$ cat config.mk
export PLATFORM = sky130hd
export DESIGN_NAME = turn_move_ctrl
export DESIGN_NICKNAME = d
export VERILOG_FILES = /design/src/rtl/turn_move_ctrl_pkg.sv /design/src/rtl/turn_move_ctrl_pacer.sv /design/src/rtl/turn_move_ctrl.sv
export SDC_FILE = /design/constraint.sdc
export NUM_CORES = 1
export LEC_CHECK = 0
export CAP_MARGIN = 5
export CORE_MARGIN = 2
export CORE_UTILIZATION = 49
export DETAILED_ROUTE_END_ITERATION = 8
export GPL_TIMING_DRIVEN = 0
export PLACE_DENSITY = 0.83
export SLEW_MARGIN = 20
export SYNTH_ARGS = -nofsm -noshare
export SYNTH_HDL_FRONTEND = slang
export SYNTH_SLANG_ARGS = --single-unit
$ cat constraint.sdc
create_clock -name clk -period 3 [get_ports clk]
set_input_delay 0.6 -clock clk [delete_from_list [all_inputs] [get_ports clk]]
set_output_delay 0.6 -clock clk [all_outputs]
set_load 0.02 [all_outputs]
$ cat src/rtl/turn_move_ctrl_pkg.sv
// -----------------------------------------------------------------------------
// turn_move_ctrl_pkg
// Shared game definitions: mode codes, player limits, the turn/move FSM state
// encoding and small helpers for player-count handling. Also imported by the
// per-player position counters that consume D / p_da.
// -----------------------------------------------------------------------------
package turn_move_ctrl_pkg;

    // Game mode codes carried on M.
    localparam logic [2:0] MODE_SETUP = 3'b010;
    localparam logic [2:0] MODE_PLAY  = 3'b011;

    // Player count limits; p_da is MAX_PLAYERS bits wide.
    localparam int unsigned MIN_PLAYERS = 2;
    localparam int unsigned MAX_PLAYERS = 4;

    // Turn/move FSM encoding.
    typedef enum logic [1:0] {
        ST_IDLE = 2'd0,
        ST_WAIT = 2'd1,
        ST_MOVE = 2'd2
    } state_t;

    // Effective player count: the raw N is saturated into MIN..MAX players.
    function automatic logic [2:0] players_eff(input logic [2:0] n);
        logic [2:0] v;
        v = n;
        if (n < 3'(MIN_PLAYERS)) begin
            v = 3'(MIN_PLAYERS);
        end else if (n > 3'(MAX_PLAYERS)) begin
            v = 3'(MAX_PLAYERS);
        end
        return v;
    endfunction

    // Next player index, wrapping at the effective player count.
    function automatic logic [1:0] next_turn(input logic [1:0] t, input logic [2:0] n_eff);
        logic [2:0] inc;
        inc = {1'b0, t} + 3'd1;
        return (inc >= n_eff) ? 2'd0 : inc[1:0];
    endfunction

endpackage

$ cat src/rtl/turn_move_ctrl_pacer.sv
// -----------------------------------------------------------------------------
// step_pacer
// Emits `count` single-cycle pulses, the first in the cycle right after load
// and the rest spaced STEP_GAP cycles apart.
//
// Ports
//   clk    in   system clock, rising edge
//   rst    in   synchronous active-high reset, clears both counters
//   load   in   capture `count` and restart pacing (first pulse next cycle)
//   count  in   number of pulses to emit (0 = nothing)
//   abort  in   clear both counters; wins over load
//   pulse  out  one-cycle pulse
//   done   out  high together with the final pulse of the sequence
// -----------------------------------------------------------------------------
module step_pacer #(
    parameter int STEP_GAP = 4
) (
    input  logic       clk,
    input  logic       rst,
    input  logic       load,
    input  logic [2:0] count,
    input  logic       abort,
    output logic       pulse,
    output logic       done
);

    localparam int GW = $clog2(STEP_GAP + 1);
    // Gap counter reload: after a pulse it counts STEP_GAP-1 idle cycles down
    // to zero, so pulses land exactly STEP_GAP cycles apart.
    localparam logic [GW-1:0] GAP_RELOAD = GW'(STEP_GAP - 1);

    logic [2:0]    r_remaining;
    logic [GW-1:0] r_gap;

    // A pulse fires whenever steps remain and the gap has elapsed.
    assign pulse = (r_remaining != 3'd0) && (r_gap == '0);
    assign done  = pulse && (r_remaining == 3'd1);

    always_ff @(posedge clk) begin
        if (rst || abort) begin
            r_remaining <= 3'd0;
            r_gap       <= '0;
        end else if (load) begin
            r_remaining <= count;
            r_gap       <= '0;
        end else if (r_remaining != 3'd0) begin
            if (r_gap == '0) begin
                r_remaining <= r_remaining - 3'd1;
                // Last pulse leaves both counters at zero rather than parked
                // on the reload value.
                r_gap       <= done ? '0 : GAP_RELOAD;
            end else begin
                r_gap <= r_gap - 1'b1;
            end
        end
    end

endmodule

$ cat src/rtl/turn_move_ctrl.sv
// -----------------------------------------------------------------------------
// turn_move_ctrl
// Turn and move controller for a guessing board game. In PLAY the active
// player either guesses right (match: advance `steps` tiles, keep the turn)
// or wrong (miss: pass the turn to the next player). Tile advances are issued
// as paced one-cycle D pulses to the active player's position counter.
//
// Ports
//   clk          in   system clock, rising edge
//   rst          in   synchronous active-high reset
//   M[2:0]       in   mode: SETUP / PLAY / anything else = idle
//   N[2:0]       in   player count, saturated to 2..4
//   match        in   one-cycle pulse, active player guessed right
//   miss         in   one-cycle pulse, active player guessed wrong
//   steps[2:0]   in   tiles to advance, sampled with match
//   D            out  one-cycle tile-advance pulse
//   p_da[3:0]    out  one-hot enable of the active player's counter
//   turn[1:0]    out  active player index
//   busy         out  move sequence in progress
//   o_dbg_state  out  current FSM state
//
// Guess events: match and miss are single-cycle pulses with no handshake.
// They are acted on only in WAIT with M == PLAY; anywhere else they are
// dropped, never queued. match takes priority over a simultaneous miss.
// -----------------------------------------------------------------------------
module turn_move_ctrl
    import turn_move_ctrl_pkg::*;
#(
    parameter int STEP_GAP  = 4,
    parameter int MAX_STEPS = 7
) (
    input  logic       clk,
    input  logic       rst,
    input  logic [2:0] M,
    input  logic [2:0] N,
    input  logic       match,
    input  logic       miss,
    input  logic [2:0] steps,
    output logic       D,
    output logic [3:0] p_da,
    output logic [1:0] turn,
    output logic       busy,
    output state_t     o_dbg_state
);

    // Step clamp limit, saturated to what the 3-bit step counter can hold.
    localparam logic [2:0] MAX_STEPS_C = (MAX_STEPS > 7) ? 3'd7 : 3'(MAX_STEPS);

    state_t     r_state;
    state_t     w_state_nxt;
    logic [1:0] r_turn;

    logic       w_mode_play;
    logic       w_mode_setup;
    logic [2:0] w_n_eff;
    logic [2:0] w_steps_clamped;
    logic       w_load;
    logic       w_abort;
    logic       w_advance;
    logic       w_pace_pulse;
    logic       w_pace_done;

    assign w_mode_play     = (M == MODE_PLAY);
    assign w_mode_setup    = (M == MODE_SETUP);
    assign w_n_eff         = players_eff(N);
    assign w_steps_clamped = (steps > MAX_STEPS_C) ? MAX_STEPS_C : steps;

    step_pacer #(
        .STEP_GAP (STEP_GAP)
    ) u_pacer (
        .clk   (clk),
        .rst   (rst),
        .load  (w_load),
        .count (w_steps_clamped),
        .abort (w_abort),
        .pulse (w_pace_pulse),
        .done  (w_pace_done)
    );

    // ------------------------------------------------------------------
    // FSM: state register
    // ------------------------------------------------------------------
    always_ff @(posedge clk) begin
        if (rst) begin
            r_state <= ST_IDLE;
        end else begin
            r_state <= w_state_nxt;
        end
    end

    // ------------------------------------------------------------------
    // FSM: next state and control strobes
    // ------------------------------------------------------------------
    always_comb begin
        w_state_nxt = r_state;
        w_load      = 1'b0;
        w_abort     = 1'b0;
        w_advance   = 1'b0;
        if (!w_mode_play) begin
            // Leaving PLAY for any reason cancels a move in progress.
            w_state_nxt = ST_IDLE;
            w_abort     = 1'b1;
        end else begin
            case (r_state)
                ST_IDLE: begin
                    w_state_nxt = ST_WAIT;
                end
                ST_WAIT: begin
                    if (match) begin
                        // A zero-step match loads nothing useful and stays put.
                        w_load = 1'b1;
                        if (w_steps_clamped != 3'd0) begin
                            w_state_nxt = ST_MOVE;
                        end
                    end else if (miss) begin
                        w_advance = 1'b1;
                    end
                end
                ST_MOVE: begin
                    if (w_pace_done) begin
                        w_state_nxt = ST_WAIT;
                    end
                end
                default: begin
                    w_state_nxt = ST_IDLE;
                end
            endcase
        end
    end

    // ------------------------------------------------------------------
    // Turn register
    // ------------------------------------------------------------------
    always_ff @(posedge clk) begin
        if (rst || w_mode_setup) begin
            r_turn <= 2'd0;
        end else if ({1'b0, r_turn} >= w_n_eff) begin
            // Player count shrank under the current turn.
            r_turn <= 2'd0;
        end else if (w_advance) begin
            r_turn <= next_turn(r_turn, w_n_eff);
        end
    end

    // D is additionally gated by the live mode so a pulse never escapes in
    // the cycle the mode drops out of PLAY.
    assign D           = w_pace_pulse && (r_state == ST_MOVE) && w_mode_play;
    assign busy        = (r_state == ST_MOVE);
    assign turn        = r_turn;
    assign p_da        = 4'b0001 << r_turn;
    assign o_dbg_state = r_state;

endmodule
=== Yosys cells after proc, flatten, opt, wreduce, memory -nomap -nowiden ===
Index checks and enable logic that the tools add are counted.

* Register bits: 10
* Input bits: 13
* Logic and storage cells: 60

* $add $sub $neg: 3
* Magnitude comparators: 5
* Equal/unequal tests: 8
* Shift-type cells: 1
* Multiplexer cells: 21
* Bitwise operators: 1
* Reductions and logical operators: 17

{| class="wikitable"
|+ Operator list
! operator !! count
|-
| 3-bit two-way mux || 7
|-
| 2-bit two-way mux || 5
|-
| 1-bit two-way mux || 8
|-
| 3-bit by 2-bit equality test with 1-bit output, second input constant || 2
|-
| 3-bit greater-than comparator, second input constant || 2
|-
| 2-bit case mux with 3 select lines || 1
|-
| 3-bit nonzero test || 2
|-
| 2-bit OR reduction || 3
|-
| 3-bit by 1-bit subtractor with 3-bit output, second input constant || 2
|-
| 1-bit logical AND || 4
|-
| 2-bit != test, second input constant || 2
|-
| 2-bit nonzero test || 2
|-
| 1-bit by 2-bit << shifter with 4-bit output, first input constant || 1
|-
| 2-bit by 1-bit adder with 3-bit output, second input constant || 1
|-
| 3-bit by 1-bit equality test with 1-bit output, second input constant || 1
|-
| 2-bit by 3-bit greater-or-equal comparator with 1-bit output || 1
|-
| 3-bit greater-or-equal comparator || 1
|-
| 3-bit zero test || 1
|-
| 3-bit by 2-bit less-than comparator with 1-bit output, second input constant || 1
|-
| 3-bit AND reduction || 1
|-
| 2-bit by 1-bit equality test with 1-bit output, second input constant || 1
|-
| 2-bit equality test, second input constant || 1
|-
| 2-bit zero test || 1
|-
| 1-bit logical OR || 2
|-
| 3 further kinds || 3
|}

=== Depth between registers and ports, before layout ===
* Word-level depth: 6
* Gate-level depth with buffers: 7

=== Hierarchy ===
From an unflattened synthesis, not the netlist that was laid out.

* Cell total of the unflattened synthesis: 94
* Area total of the unflattened synthesis: 775.7 um2

{| class="wikitable"
|+ By module, submodules not included
! module !! times used !! cells each !! area each (um2)
|-
| step_pacer || 1 || 48 || 412.9
|-
| turn_move_ctrl || 1 || 46 || 362.8
|}

=== Worst setup path before layout ===
Ideal clock, no wire load.

* Kind: reg-to-output
* Start point: register u_pacer.r_gap[0]
* End point: output port D
* Data arrival time: 1340 ps
* Data required time: 2400 ps
* Setup slack: 1060 ps
* Cell stages (with the launch flop): 6
* Path through: dfxtp_1 inv_1 ha_1 ha_1 nand2_1 nor3_1

* Longest elaborated chain between the ends: 4

{| class="wikitable"
|+ RTL lines
! what !! line !! source
|-
| from (decl) || turn_move_ctrl_pacer.sv:33 || <nowiki>logic [GW-1:0] r_gap;</nowiki>
|-
| from (signal assigned) || turn_move_ctrl_pacer.sv:51 || <nowiki>r_gap <= done ? '0 : GAP_RELOAD;</nowiki>
|-
| from (signal assigned) || turn_move_ctrl_pacer.sv:53 || <nowiki>r_gap <= r_gap - 1'b1;</nowiki>
|-
| 3-bit zero test || turn_move_ctrl_pacer.sv:36 || <nowiki>assign pulse = (r_remaining != 3'd0) && (r_gap == '0);</nowiki>
|-
| 1-bit logical AND || turn_move_ctrl_pacer.sv:36 ||
|-
| 1-bit logical AND (2 in series) || turn_move_ctrl.sv:147 || <nowiki>assign D = w_pace_pulse && (r_state == ST_MOVE) && w_mode_play;</nowiki>
|-
| to (decl) || turn_move_ctrl.sv:39 || <nowiki>output logic D,</nowiki>
|}

No other way between the ends.

=== Worst setup path after layout ===
* Start point: input port M[0]
* End point: output port D

* Longest elaborated chain between the ends: 2

{| class="wikitable"
|+ RTL lines
! what !! line !! source
|-
| from (decl) || turn_move_ctrl.sv:34 || <nowiki>input logic [2:0] M,</nowiki>
|-
| 3-bit by 2-bit equality test with 1-bit output || turn_move_ctrl.sv:63 || <nowiki>assign w_mode_play = (M == MODE_PLAY);</nowiki>
|-
| 1-bit logical AND || turn_move_ctrl.sv:147 ||
|}

No other way between the ends.

==> results <==
## sequential cells by signal, summed over array words and instances, names as in the netlist
name	count
u_pacer.r_gap	3
turn	2
u_pacer.r_remaining	3
o_dbg_state	2
## stage by stage
stage	hold WS (ps)	std cells	setup WS, ps	power [mW]
after detailed placement	517	126	353	0.170
after floorplan	462	88	1060	0.148
final	524	130	342	0.292
after global routing	561	130	246	0.302
after global placement	492	126	343	0.170
after CTS	526	130	332	0.295
## cell usage after synthesis (all sizes together)
library cell,number
xnor2,1
o32a,1
o21ai,1
nand2,6
a311o,1
xor2,1
o311ai,1
nor3b,1
a21oi,7
or2,1
clkbuf,1
nor3,2
a2111oi,1
nor2b,2
ha,13
mux2i,1
nand3b,4
dfxtp,10
nor2,7
inv,11
nand2b,4
nand3,1
a211oi,5
a2bb2oi,1
o311a,1
nand4b,3
## layout by cell type, fill, tap and decap left out, drive strengths merged
cell           Yosys  layout
clkdlybuf4s50      0      22
nor2               7       7
mux2i              1       1
clkbuf             1       5
nand2              6       6
dfxtp             10      10
o311a              1       1
o32a               1       1
nand3              1       1
a21oi              7       7
inv               11      11
xnor2              1       1
a2bb2oi            1       1
ha                13      13
nand2b             4       4
nor3               2       2
o21ai              1       1
nand3b             4       4
nor3b              1       1
nand4b             3       3
or2                1       1
a2111oi            1       1
a211oi             5       5
xor2               1       1
o311ai             1       1
nor2b              2       2
a311o              1       1
## power groups by stage
stage | clock network (mW) | logic (mW) | registers, mW
after floorplan | 0 | 0.0111 | 0.137
after global placement | 0 | 0.0326 | 0.137
after detailed placement | 0 | 0.0333 | 0.137
after CTS | 0.127 | 0.0335 | 0.134
after global routing | 0.131 | 0.0367 | 0.134
final | 0.125 | 0.0333 | 0.134
## worst max-delay path: cells and delay by family
family | cells | cell delay, ps
buffers and inverters | 2 | 1160
and+or+nand+nor | 2 | 300
## area by class of cell
type,instances,share of cell area
multi-input combinational,66,0.502
clock buffer,4,0.0346
sequential,10,0.191
timing repair buffer,22,0.210
tap,16,0.0191
buffer,1,0.00358
inverter,11,0.0394
## kinds of logic after synthesis
family | count (synthesis) | share of synthesized area
xor gates and xnor gates | 2 | 0.0227
muxes | 1 | 0.0130
buffers and inverters | 12 | 0.0583
and+or+nand+nor | 31 | 0.254
DFF | 10 | 0.259
AOI/OAI and AO/OA | 19 | 0.182
adders and majority gates | 13 | 0.211
## metal layers
| metal | track usage | vias up | part of all wire | wire [um] |
|---|---|---|---|---|
| met4 | 0.0485 | 0 | 0.0082 | 13 |
| met2 | 0.326 | 16 | 0.48 | 761 |
| met3 | 0.0625 | 3 | 0.042 | 66 |
| met5 | 0 | - | 0 | 0 |
| met1 | 0.251 | 284 | 0.47 | 738 |
| li1 | - | 364 | - | - |
## path summary, 6_finish.rpt
kind / startpoint / end / slack (ps) / cells past startpoint
max: M[0] / D / 340 / 4
min: u_pacer.r_gap[0]$_SDFFE_PP0P_ / u_pacer.r_gap[0]$_SDFFE_PP0P_ / 520 / 1
max reg2reg: turn[0]$_SDFFE_PP0P_ / turn[1]$_SDFFE_PP0P_ / 1330 / 6
min reg2reg: u_pacer.r_gap[0]$_SDFFE_PP0P_ / u_pacer.r_gap[0]$_SDFFE_PP0P_ / 520 / 1
==> flow_summary.yaml <==
run:
  drv_cap: 0
critical_path:
  critPathLaunchType: "input pin"
  crit_type: "input pin to output pin"
  crit_path_end_kind: "output pin"
  crit_arrival_ps: 2060
  slowest_stage: "clkdlybuf4s50_1"
  cp.required_ps: 2400
  crit_chain: "clkdlybuf4s50_1 > nand3b_4 > nor3_1 > clkdlybuf4s50_1"
  crit_fanout: 6
  max_stage_delay_ps: 630
  cp_common_cell: "clkdlybuf4s50_1"
timing:
  finalCriticalPeriod_ps: 2660
  hold_violations: 0
  rsz0062_at_grt: "no"
  fmax_mhz: 376
  slew_viol_final: 0
  finalCritPeriodShare: 0.886
  fin_setup_tns_ps: 0
  setup_viol: 0
  tightest_slew_ps: 333
  skew_ps: 3.16
  max-slew-margin-rel: 0.775
clocking:
  postCtsSetupBuffers: 0
  clk_path_buf_depth: 2
  insertion_delay_ps: 270
  post_cts_resized: 0
  cts.sinks: 10
  htree_levels: 1
  path_clk_slew_ps: 70
  clock-root-buffer: "clkbuf_4"
  cts_tree: "built"
  hold_buffers: 0
  numCtsBuffers: 3
finish:
  fillerInstances: 114
  regArea_um2: 200
  multi_input_area_um2: 527
  final_area_um2: 1050
  fin_util: 0.704
  diodes: 0
  syn_to_final_growth_pct: 35.8
  drive_above_1_share: 0.0702
  fin_nets: 141
routing:
  wl_per_cell_um: 12.1
  drc_errors: 0
  ant_nets: 0
  totalWireLength_um: 1580
  drt_pass1_iterations: 4
  vias_per_cell: 5.13
  drt-initial-drc-count: 7
  num_vias: 667
synth:
  syn_area_um2: 772
  syn_inst: 88
  yosysTopAreaCell: "dfxtp_1"
  synth-seq-cells: 10
  yosys.cell_types.count: 28
  synth_top_area_frac: 0.259
  avgSynthCellArea_um2: 8.77
  synth_area_leaders: "dfxtp_1 26%, ha_1 21%, inv_1 5.3%"
  syn_nets: 114
  ys_warn_count: 0
  yosysSeqAreaShare: 0.259
placed_design:
  place.detailed.hpwl_um: 1310
  place_area_um2: 1010
  io_buffers: 22
  gp_congestion: 0.741
power:
  ir_drop_mv: 0.283
  leakage_nw: 0.407
  p_switching_mw: 0.0641
  p_clk_frac: 0.427
  pwr-share-seq: 0.459
  swShare: 0.220
  power_density_nw_per_um2: 278
  power.internal_mw: 0.228
  combPwrFrac: 0.114
floorplanning:
  ios: 23
  die_x_um: 43.7
  start_util: 0.518
  die_y_um: 43.7
  coreArea_um2: 1490
  die_area_um2: 1910
  rows: 14
worst_hold_path:
  hold_class: "flip-flop to flip-flop"
grt:
  grt_max_degree: 8
  overflow: 0
  grt_use_total: 0.198
  antenna_found_initial: 0
  grt_pass1_wl_um: 2860
  first_global_vias: 686
outcome:
  outcome: "finished clean"
Power figures use the tool's default switching activity.
